`src/rtl/walk_request_bank.sv`:
```
// Pedestrian walk-request bank: latches button presses per crossing and offers
// them one at a time, round-robin, to the light controller with a post-service lockout.
module walk_request_bank #(
    parameter int N_CH     = 4,
    parameter int LOCK_CYC = 16,
    localparam int CH_W    = $clog2(N_CH)
) (
    input  logic            clk,
    input  logic            wr_reset,
    input  logic [N_CH-1:0] btn_sync,
    input  logic [N_CH-1:0] clr,
    input  logic            gnt_ack,
    output logic [N_CH-1:0] pend,
    output logic [N_CH-1:0] lock,
    output logic            gnt_valid,
    output logic [CH_W-1:0] gnt_ch
);

    // A zero lockout still needs a 1-bit counter so the logic stays legal.
    localparam int CNT_W = (LOCK_CYC > 0) ? $clog2(LOCK_CYC + 1) : 1;
    localparam logic [CNT_W-1:0] LOCK_VAL = CNT_W'(LOCK_CYC);

    localparam logic [0:0] S_IDLE  = 1'b0;
    localparam logic [0:0] S_OFFER = 1'b1;

    logic [0:0]      state_reg;
    logic [N_CH-1:0] btn_prev_reg;
    logic [N_CH-1:0] pend_reg;
    logic [N_CH-1:0] pend_next;
    logic [N_CH-1:0] lock_vec;
    logic [N_CH-1:0] press;
    logic [N_CH-1:0] ack_hit;
    logic [CH_W-1:0] ptr_reg;
    logic [CH_W-1:0] gnt_ch_reg;
    logic            gnt_valid_reg;
    logic            found;
    logic [CH_W-1:0] sel;
    int              cand;

    genvar gi;
    generate
        for (gi = 0; gi < N_CH; gi++) begin : g_ch
            logic [CNT_W-1:0] cnt_reg;
            logic [CNT_W-1:0] cnt_next;
            logic             lock_bit_reg;

            assign press[gi]   = btn_sync[gi] & ~btn_prev_reg[gi];
            assign ack_hit[gi] = (state_reg == S_OFFER) && gnt_ack && (gnt_ch_reg == CH_W'(gi));

            // Cancel and service both beat a new press; presses during lockout are dropped.
            assign pend_next[gi] = clr[gi]                          ? 1'b0 :
                                   ack_hit[gi]                      ? 1'b0 :
                                   (press[gi] & ~lock_vec[gi])      ? 1'b1 :
                                                                      pend_reg[gi];

            assign cnt_next = ack_hit[gi]       ? LOCK_VAL :
                              (cnt_reg != '0)   ? cnt_reg - 1'b1 :
                                                  cnt_reg;

            always_ff @(posedge clk or posedge wr_reset) begin
                if (wr_reset) begin
                    cnt_reg      <= '0;
                    lock_bit_reg <= 1'b0;
                end else begin
                    cnt_reg      <= cnt_next;
                    lock_bit_reg <= (cnt_next != '0);
                end
            end

            assign lock_vec[gi] = lock_bit_reg;
        end
    endgenerate

    // Round-robin search starting at ptr_reg, wrapping past the top channel.
    always_comb begin
        found = 1'b0;
        sel   = '0;
        cand  = 0;
        for (int off = 0; off < N_CH; off++) begin
            cand = int'(ptr_reg) + off;
            if (cand >= N_CH) begin
                cand = cand - N_CH;
            end
            if (!found && pend_reg[CH_W'(cand)]) begin
                found = 1'b1;
                sel   = CH_W'(cand);
            end
        end
    end

    always_ff @(posedge clk or posedge wr_reset) begin
        if (wr_reset) begin
            state_reg     <= S_IDLE;
            btn_prev_reg  <= '1;
            pend_reg      <= '0;
            ptr_reg       <= '0;
            gnt_ch_reg    <= '0;
            gnt_valid_reg <= 1'b0;
        end else begin
            btn_prev_reg <= btn_sync;
            pend_reg     <= pend_next;
            case (state_reg)
                S_IDLE: begin
                    if (found) begin
                        gnt_ch_reg    <= sel;
                        gnt_valid_reg <= 1'b1;
                        state_reg     <= S_OFFER;
                    end
                end
                S_OFFER: begin
                    if (gnt_ack) begin
                        ptr_reg       <= (gnt_ch_reg == CH_W'(N_CH - 1)) ? '0 : gnt_ch_reg + 1'b1;
                        gnt_valid_reg <= 1'b0;
                        state_reg     <= S_IDLE;
                    end else if (!pend_next[gnt_ch_reg]) begin
                        // Offered request was cancelled: withdraw without advancing the pointer.
                        gnt_valid_reg <= 1'b0;
                        state_reg     <= S_IDLE;
                    end
                end
                default: state_reg <= S_IDLE;
            endcase
        end
    end

    assign pend      = pend_reg;
    assign lock      = lock_vec;
    assign gnt_valid = gnt_valid_reg;
    assign gnt_ch    = gnt_ch_reg;

endmodule

```
`config.mk`:
```
export PLATFORM = sky130hd
export DESIGN_NAME = walk_request_bank
export DESIGN_NICKNAME = d
export VERILOG_FILES = /design/src/rtl/walk_request_bank.sv
export SDC_FILE = /design/constraint.sdc
export NUM_CORES = 1
export LEC_CHECK = 0
export CAP_MARGIN = 25
export CORE_ASPECT_RATIO = 0.8
export CORE_MARGIN = 2
export CORE_UTILIZATION = 35
export CTS_CLUSTER_SIZE = 12
export DETAILED_ROUTE_END_ITERATION = 16
export SLEW_MARGIN = 40
export SYNTH_ARGS = -nofsm -noshare
export SYNTH_HDL_FRONTEND = slang
export SYNTH_SLANG_ARGS = --single-unit
```
`constraint.sdc`:
```
create_clock -name clk -period 2.8 [get_ports clk]
set_clock_uncertainty 0.15 [all_clocks]
set_input_delay 0.42 -clock clk [delete_from_list [all_inputs] [get_ports clk]]
set_output_delay 0.42 -clock clk [all_outputs]
set_load 0.01 [all_outputs]
```
==> metrics, run 1 <==
CTS resizes=0; CTS Hold Bufs=0; Tot GR Track Use=13.31%; DRC Markers=0; Clock Latency Late Sink=290 ps; power per cell area=1034 mW/mm²; Initial DRT Pass Iterations=4; measured slew at the worst slew-check pin=478.2 ps; via/cell ratio=4.666; WL final=3767 µm; CP Capture Type=flip-flop; syn avg cell area=10.35 µm²; syn nets=209; RSZ-0062 raised after global routing=no; synth warn=0; required time of the critical path=2820 ps; Slew Viols, Final=0; final hold violations=0; row count=24; Critical Path Fanout Max=5; mapped cell area=0.001967 mm²; status=finished clean; CTS root buf=clkbuf_8; Post-synth EDFFs=0; RD Place Congestion=0.7573; largest net degree at the start of global routing=39; Starting Density=36.19%; # nets final=231; worst hold path type=primary input to async pin; die width=87.81 µm; Avg WL per Cell=12.99 µm; Arr. time, crit path=2260 ps; Primary FF master, synth=dfrtp_1; share of cells above drive strength 1=9.434%; I/O pin cnt=22; power after layout=2.434 mW; die area=0.006239 mm²; Distinct cells, synth=34; Layout area overhead=19.66%; setup_tns=0 ps; worst vdd ir=0.0004181 V; Antenna diodes=0; Max Freq=447.4 MHz; Max clock buf depth=2; MaxCap Viol Count=0; Fill cells=533; Clk pin slew, worst setup/hold paths=80 ps; H-tree Lvls=2; ANT nets after route=0; vias in the first global route=1319; Post-CTS Setup Repair Bufs=0; area of the core=0.005435 mm²; WS Path Type=flip-flop to flip-flop; routed vias=1353; Final period util=79.83%; commonest cells after routing, fill and taps aside=34 x dfrtp_1, 21 x clkdlybuf4s50_1, 18 x nor2_1; first-pass GRT wire length=6327 µm; Slew Limit Headroom=68.12%; CTS buffer count=5; Clock Sinks=38; async set-reset flop share out of synthesis=100.0%; Final setup viols=0; HPWL after DPL=2720 µm; footprint of the multi-input gates=905.9 µm²; commonest non-fill, non-tap cell in the layout=dfrtp_1; leakage power figure=1.058 nW; sequential share of the synthesized area=48.60%; CTS tree=done; initial antenna violation count=0; minimum clock period=2235 ps; # port buffers=21; register area=955.9 µm²; max reg flops=20; gr ovfl total=0; number of register bits inferred by synthesis=38; Syn Inst Count=190; die span in y=71.05 µm; DRT iter0 DRCs=40; crit path launch type=flip-flop
synth_stat cells, types with 2 or more instances:
| cell | number | area [µm²] |
|---|---|---|
| xnor2_1 | 11 | 96.34 |
| a21o_1 | 5 | 37.54 |
| nand2_1 | 10 | 37.54 |
| ha_1 | 8 | 100.1 |
| inv_1 | 17 | 63.81 |
| clkbuf_1 | 3 | 11.26 |
| nand2b_1 | 7 | 43.79 |
| o21ai_0 | 10 | 50.05 |
| dfstp_2 | 4 | 105.1 |
| or3b_1 | 4 | 35.03 |
| a21oi_1 | 3 | 15.01 |
| nor3b_1 | 4 | 30.03 |
| a211oi_2 | 3 | 37.54 |
| or4b_4 | 3 | 41.29 |
| a211oi_1 | 5 | 37.54 |
| o21bai_1 | 4 | 30.03 |
| or4b_1 | 5 | 50.05 |
| nand3_1 | 4 | 20.02 |
| and3_1 | 4 | 25.02 |
| o22ai_1 | 2 | 12.51 |
| nor3_1 | 5 | 25.02 |
| dfrtp_1 | 34 | 850.8 |
| a31oi_1 | 4 | 25.02 |
| buf_4 | 4 | 30.03 |
| nor2_1 | 18 | 67.56 |
stage by stage:
stage / worst slack, ps / cells / util, % / hold slack [ps] / area (µm²)
floorplan: 667.9 / 190 / - / 274.5 / 1967
global placement: 564.6 / 283 / 41.23 / 377.2 / 2241
detailed placement: 515.1 / 283 / 41.23 / 368.3 / 2241
CTS: 556.8 / 290 / 43.30 / 387.8 / 2354
global route: 444.5 / 290 / 43.30 / 396.3 / 2354
finish: 564.8 / 290 / 43.30 / 390.5 / 2354
report_power, final:
group	switching, mW	internal [mW]	leakage [nW]
sequential	0.245	0.757	0.455
clock	0.196	0.285	0.0573
combinational	0.426	0.526	0.545
total	0.867	1.57	1.06
critical path, cell delays in order (launching register included):
cell and delay (ps):
dfrtp_1 430, inv_1 70, ha_1 250, or4b_1 480, a21o_1 190, a211oi_2 200
or3b_1 360
per-layer routing:
layer  global-route usage, %  vias to the layer above  routed length (µm)
met2                   16.75                       17                1440
met5                       0                        -                   0
li1                        -                      704                   -
met1                   21.13                      626                2131
met3                   4.084                        6                 149
met4                   4.615                        0                  46
final timing paths:
check / startpoint / endpoint / slack (ps) / depth (start not counted)
worst min-delay path: wr_reset / g_ch[2].lock_bit_reg$_DFF_PP0_ / 390 / 3
min in group clk: g_ch[0].cnt_reg[4]$_DFF_PP0_ / g_ch[0].cnt_reg[4]$_DFF_PP0_ / 390 / 2
worst min register to register: g_ch[0].cnt_reg[4]$_DFF_PP0_ / g_ch[0].cnt_reg[4]$_DFF_PP0_ / 390 / 2
worst max-delay path: g_ch[3].cnt_reg[0]$_DFF_PP0_ / g_ch[3].lock_bit_reg$_DFF_PP0_ / 560 / 6
worst max register to register: g_ch[3].cnt_reg[0]$_DFF_PP0_ / g_ch[3].lock_bit_reg$_DFF_PP0_ / 560 / 6
max in group asynchronous: wr_reset / btn_prev_reg[1]$_DFF_PP1_ / 1760 / 3
kinds of logic after synthesis:
kind of cell | Yosys count | synth area share (%)
muxes | 3 | 2.226
AOI/OAI and AO/OA | 39 | 13.80
xor gates and xnor gates | 11 | 4.898
DFF | 38 | 48.60
and+or+nand+nor | 67 | 20.04
buffers and inverters | 24 | 5.343
adders and majority gates | 8 | 5.089
area by class of cell:
cell class              instances  area share (%)
flip-flops and latches         38           40.62
clock buffers                   6           3.509
inverters                      17           2.711
multi-input cells             128           38.49
repair buffers                 22           9.250
well taps                      78           4.147
clock inverters                 1           1.276
Power figures use the tool's default switching activity.
==> run 2: changes to the inputs <==
- clock period: 2.8 -> 1.8 ns (I/O delays scaled with it)
==> run 2 against run 1 <==
Core utilization grew 9.0 points. First-iteration DRC count grew 100%. Count of clock-buffer cells in the layout unchanged. Flip-flop and latch count unchanged. Global-route usage rose by 1.9 points. Hold slack worse by 220 ps. Final cell count up 17%. Critical path type unchanged. Non-clock buffer count grew 47. The run now ends with negative setup slack left. Register-to-register slack got worse by 810 ps.
==> metrics, run 2 (synthesis results as in run 1) <==
met3 Use GR=5.951% (was 4.084%); GRT busiest layer=met1 (unchanged); die width=87.81 µm (unchanged); pre-CTS WS=-267.0 ps (was 515.1 ps); minimum clock period=2050 ps (was 2235 ps); post-layout util=52.33% (was 43.30%); Critical Path Fanout Max=3 (was 5); commonest non-fill, non-tap cell in the layout=buf_4 (was dfrtp_1); Clk pin slew, worst setup/hold paths=80 ps (about the same); worst vdd ir=0.0006876 V (was 0.0004181 V); WS Path Type=flip-flop to flip-flop (unchanged); FF-to-FF Start=g_ch[3].cnt_reg[1]$_DFF_PP0_ (was g_ch[3].cnt_reg[0]$_DFF_PP0_); initial antenna violation count=0 (unchanged); vias in the first global route=1577 (was 1319); RD Place Congestion=0.7972 (was 0.7573); status=finished with violations (was finished clean); first-pass GRT wire length=7245 µm (was 6327 µm); Initial DRT Pass Iterations=4 (unchanged); M2 GR Usage=21.13% (was 16.75%); DRT iter0 DRCs=80 (was 40); CTS tree=done (unchanged); worst hold margin=169.5 ps (was 390.5 ps); CTS buffer count=5 (unchanged); Post-Place Cells=325 (was 283); commonest cells after routing, fill and taps aside=48 x buf_4, 30 x dfrtp_1, 19 x clkdlybuf4s50_1 (was 34 x dfrtp_1, 21 x clkdlybuf4s50_1, 18 x nor2_1); HPWL after DPL=3059 µm (was 2720 µm); worst hold path type=primary input to async pin (unchanged); final hold violations=0 (unchanged); H-tree Lvls=2 (unchanged); measured slew at the worst slew-check pin=499.6 ps (was 478.2 ps); Final setup viols=5 (was 0); leakage power figure=1.311 nW (was 1.058 nW); I/O pin cnt=22 (unchanged); Max clock buf depth=2 (unchanged); # port buffers=21 (unchanged); row count=24 (unchanged); Tot GR Track Use=15.19% (was 13.31%); Max Freq=487.9 MHz (was 447.4 MHz); CTS root buf=clkbuf_8 (unchanged); crit path launch type=flip-flop (unchanged); M1 GR Usage=22.29% (was 21.13%); share of cells above drive strength 1=37.31% (was 9.434%); failing checks=negative setup slack; Layout area overhead=44.59% (was 19.66%); routed vias=1564 (was 1353); die span in y=71.05 µm (unchanged); via/cell ratio=4.627 (was 4.666); max reg flops=20 (unchanged); area of the core=0.005435 mm² (unchanged); largest net degree at the start of global routing=39 (unchanged); Slew Limit Headroom=66.38% (was 68.12%); gr ovfl total=0 (unchanged); Starting Density=36.19% (unchanged); # nets final=278 (was 231); Worst setup startpoint=g_ch[3].cnt_reg[1]$_DFF_PP0_ (was g_ch[3].cnt_reg[0]$_DFF_PP0_); Final Non-Filler Cells=338 (was 290); ANT nets after route=0 (unchanged); CP Capture Type=flip-flop (unchanged); Final period util=113.9% (was 79.83%); WL final=4292 µm (was 3767 µm); Clock Latency Late Sink=290 ps (about the same); Clock Sinks=38 (unchanged); RSZ-0062 raised after global routing=yes (was no); worst setup slack after layout=-249.7 ps (was 564.8 ps); Avg WL per Cell=12.70 µm (was 12.99 µm); die area=0.006239 mm² (unchanged); power per cell area=1722 mW/mm² (was 1034 mW/mm²); Arr. time, crit path=2070 ps (was 2260 ps); Antenna diodes=0 (unchanged); MaxCap Viol Count=0 (unchanged); DRC Markers=0 (unchanged); required time of the critical path=1820 ps (was 2820 ps); Slew Viols, Final=0 (unchanged)
## run 2: cell count changes in the layout (fill, tap and decap cells not counted), moves of 3 or more
cell and delta:
ha_2 +7, inv_2 +4, inv_1 -4, buf_4 +47
ha_1 -8, dfrtp_1 -4, a211oi_1 -4, a211oi_2 +3
o21ai_1 +4, dfrtp_2 +4, o21ai_0 -4
## run 2: through the flow
stage          instance area (µm²)  setup TNS [ps]  power (mW)
3_5_place_dp                  2580           -1473       3.706
5_1_grt                       2844           -1461       5.295
6_report                      2844          -898.7       4.898
2_1_floorplan                 1978          -990.8       2.686
4_1_cts                       2784          -952.2       4.740
3_3_place_gp                  2580           -1428       3.673
## run 2: report_power, final
part / internal (mW) / total, mW / switching (mW)
Clock: 0.591 / 0.903 / 0.312
Sequential: 1.18 / 1.43 / 0.247
Combinational: 1.52 / 2.56 / 1.05
## run 2: area by class of cell
| type | instances | area, µm² |
|---|---|---|
| Fill cell | 488 | 2591 |
| Multi-Input combinational cell | 128 | 999.7 |
| Sequential cell | 38 | 960.9 |
| Timing Repair Buffer | 69 | 579.3 |
| Tap cell | 78 | 97.59 |
| Clock buffer | 6 | 82.58 |
| Inverter | 17 | 63.81 |
| Clock inverter | 2 | 60.06 |
## run 2: worst paths after layout
check | end | slack [ps] | depth (start not counted)
max | g_ch[3].lock_bit_reg$_DFF_PP0_ | -250 | 6
min | g_ch[1].cnt_reg[3]$_DFF_PP0_ | 170 | 3
max reg2reg | g_ch[3].lock_bit_reg$_DFF_PP0_ | -250 | 6
min reg2reg | ptr_reg[0]$_DFFE_PP0P_ | 420 | 2
max in group asynchronous | btn_prev_reg[3]$_DFF_PP1_ | 1070 | 3
min in group clk | btn_prev_reg[1]$_DFF_PP1_ | 260 | 1
## run 2: repair_timing
item / 4_1_cts / 5_1_grt
pin swaps: 7 / 7
hold buffers: 0 / 0
resized for setup: 15 / 17
setup endpoints to repair: 10 / 13
buffers inserted: 5 / 1
## run 2: worst max-delay path, cell delays in order (launching register included)
cell	delay, ps
dfrtp_1	370
inv_1	50
ha_2	170
or4b_1	460
a21o_1	180
a211oi_2	190
or3b_1	360
## run 2: routing by layer
metal / wire length (µm) / part of all wire, % / vias to the layer above
met3: 195 / 4.5 / 2
met4: 8 / 0.19 / 0
li1: - / - / 799
met5: 0 / 0 / -
met2: 1876 / 44 / 29
met1: 2212 / 52 / 734
==> run 3: changes to the inputs <==
- MAX_ROUTING_LAYER: unset -> met4
==> run 3 against run 2 <==
The run still ends with negative setup slack left. Final cell count is the same. Sequential share of layout area is the same. Fmax shrank 0.22%. Core utilization is the same. Power is essentially flat. Flip-flop and latch count is the same. Clock power is essentially flat. Routed wire length is essentially flat. Critical path depth is the same. First-iteration DRC count shrank 2.5%. Critical path type unchanged. Critical endpoint unchanged. Largest cell class unchanged.
==> metrics, run 3 (synthesis results as in run 1) <==
status=finished with violations (unchanged); failing checks=negative setup slack (unchanged); RSZ-0062 raised after global routing=yes (unchanged); Final period util=114.1% (was 113.9%); DRC Markers=0 (unchanged); Slew Viols, Final=0 (unchanged); CP Capture Type=flip-flop (unchanged); measured slew at the worst slew-check pin=499.6 ps (about the same); power after layout=4.900 mW (was 4.898 mW); Tot GR Track Use=15.65% (was 15.19%); initial antenna violation count=0 (unchanged); vias in the first global route=1576 (was 1577); Slew Limit Headroom=66.38% (unchanged); area of the core=0.005435 mm² (unchanged); # nets final=278 (unchanged); Critical Path, Cell by Cell=inv_1 -> ha_2 -> or4b_1 -> a21o_1 -> a211oi_2 -> or3b_1 (unchanged); WL final=4288 µm (was 4292 µm); largest net degree at the start of global routing=39 (unchanged); first-pass GRT wire length=7265 µm (was 7245 µm); Arr. time, crit path=2080 ps (was 2070 ps); routed vias=1564 (unchanged); ANT nets after route=0 (unchanged); footprint of the multi-input gates=999.7 µm² (unchanged); Layout area overhead=44.59% (unchanged); Final setup viols=5 (unchanged); gr ovfl total=0 (unchanged); Crit-path slowest cell=or4b_1 (unchanged); Crit path largest cell delay=460 ps (about the same); H-tree Lvls=2 (unchanged); Clock Sinks=38 (unchanged); RD Place Congestion=0.8086 (was 0.7972); CTS tree=done (unchanged); worst hold path type=primary input to async pin (unchanged); Antenna diodes=0 (unchanged); # port buffers=21 (unchanged); die span in y=71.05 µm (unchanged); minimum clock period=2054 ps (was 2050 ps); Fill cells=488 (unchanged); CTS buffer count=5 (unchanged); required time of the critical path=1830 ps (was 1820 ps); post-layout util=52.33% (unchanged); power per cell area=1723 mW/mm² (was 1722 mW/mm²); HPWL after DPL=3059 µm (unchanged); commonest non-fill, non-tap cell in the layout=buf_4 (unchanged); worst setup slack after layout=-254.2 ps (was -249.7 ps); worst vdd ir=0.0006880 V (was 0.0006876 V); CTS root buf=clkbuf_8 (unchanged); pre-CTS WS=-267.0 ps (unchanged); Avg WL per Cell=12.69 µm (was 12.70 µm); crit path launch type=flip-flop (unchanged); Post-Place Cells=325 (unchanged); max reg flops=20 (unchanged); WS Path Type=flip-flop to flip-flop (unchanged); Top Family by Delay on Critical Path=simple AND/OR/NAND/NOR gates (unchanged); MaxCap Viol Count=0 (unchanged); die width=87.81 µm (unchanged); commonest cells after routing, fill and taps aside=48 x buf_4, 30 x dfrtp_1, 19 x clkdlybuf4s50_1 (unchanged); Critical Path Fanout Max=3 (unchanged); Final Non-Filler Cells=338 (unchanged); Starting Density=36.19% (unchanged); via/cell ratio=4.627 (unchanged); Max Freq=486.8 MHz (was 487.9 MHz); row count=24 (unchanged); share of cells above drive strength 1=37.31% (unchanged); Buf+Inv Stages, Crit Path=1 (unchanged); die area=0.006239 mm² (unchanged); final hold violations=0 (unchanged); Clock Latency Late Sink=290 ps (about the same); DRT iter0 DRCs=78 (was 80); leakage power figure=1.311 nW (unchanged); Max clock buf depth=2 (unchanged); I/O pin cnt=22 (unchanged); register area=960.9 µm² (unchanged); Initial DRT Pass Iterations=4 (unchanged); Clk pin slew, worst setup/hold paths=80 ps (about the same)
[run 3: tightest hold or removal path, stage by stage]
cell             delay (ps)
clkdlybuf4s50_1         390
inv_1                    90
buf_12                  230
[run 3: layout make-up]
class | instances | share of cell area (%)
multi-input combinational | 128 | 35.15
clock inverter | 2 | 2.112
clock buffer | 6 | 2.904
timing repair buffer | 69 | 20.37
sequential | 38 | 33.79
tap | 78 | 3.432
inverter | 17 | 2.244
[run 3: report_power, final]
part	switching, mW	internal, mW	total, mW
Sequential	0.248	1.18	1.43
Clock	0.312	0.591	0.903
Combinational	1.05	1.52	2.57
[run 3: metal layers]
layer  GRT usage (%)  wire (µm)  vias up  part of all wire [%]
met2           21.21       1930       28                    45
met1           22.21       2154      734                    50
met4           3.590          8        0                  0.19
met3           5.951        194        2                   4.5
li1                -          -      800                     -
met5               -          0        -                     0
[run 3: through the flow]
step	hold WS (ps)	TNS [ps]	instance area (µm²)
finish	163.8	-905.3	2844
global route	184.4	-1461	2844
CTS	175.1	-952.2	2784
detailed placement	386.5	-1473	2580
global placement	376.0	-1428	2580
floorplan	124.5	-990.8	1978
[run 3: repair_timing]
item | CTS | global route
setup endpoints to repair | 10 | 13
pin swaps | 7 | 7
gates resized for setup | 15 | 17
buffers inserted | 5 | 1
hold endpoints to repair | 0 | 0
hold buffers | 0 | 0
[run 3: final timing paths]
path | startpoint | to | slack, ps | cells after the start
setup reg to reg | g_ch[3].cnt_reg[1]$_DFF_PP0_ | g_ch[3].lock_bit_reg$_DFF_PP0_ | -250 | 6
hold reg to reg | ptr_reg[0]$_DFFE_PP0P_ | ptr_reg[0]$_DFFE_PP0P_ | 420 | 2
max in group asynchronous | wr_reset | btn_prev_reg[2]$_DFF_PP1_ | 1070 | 3
min in group clk | btn_sync[1] | btn_prev_reg[1]$_DFF_PP1_ | 260 | 1
hold / removal | wr_reset | g_ch[1].cnt_reg[3]$_DFF_PP0_ | 160 | 3
setup / recovery | g_ch[3].cnt_reg[1]$_DFF_PP0_ | g_ch[3].lock_bit_reg$_DFF_PP0_ | -250 | 6
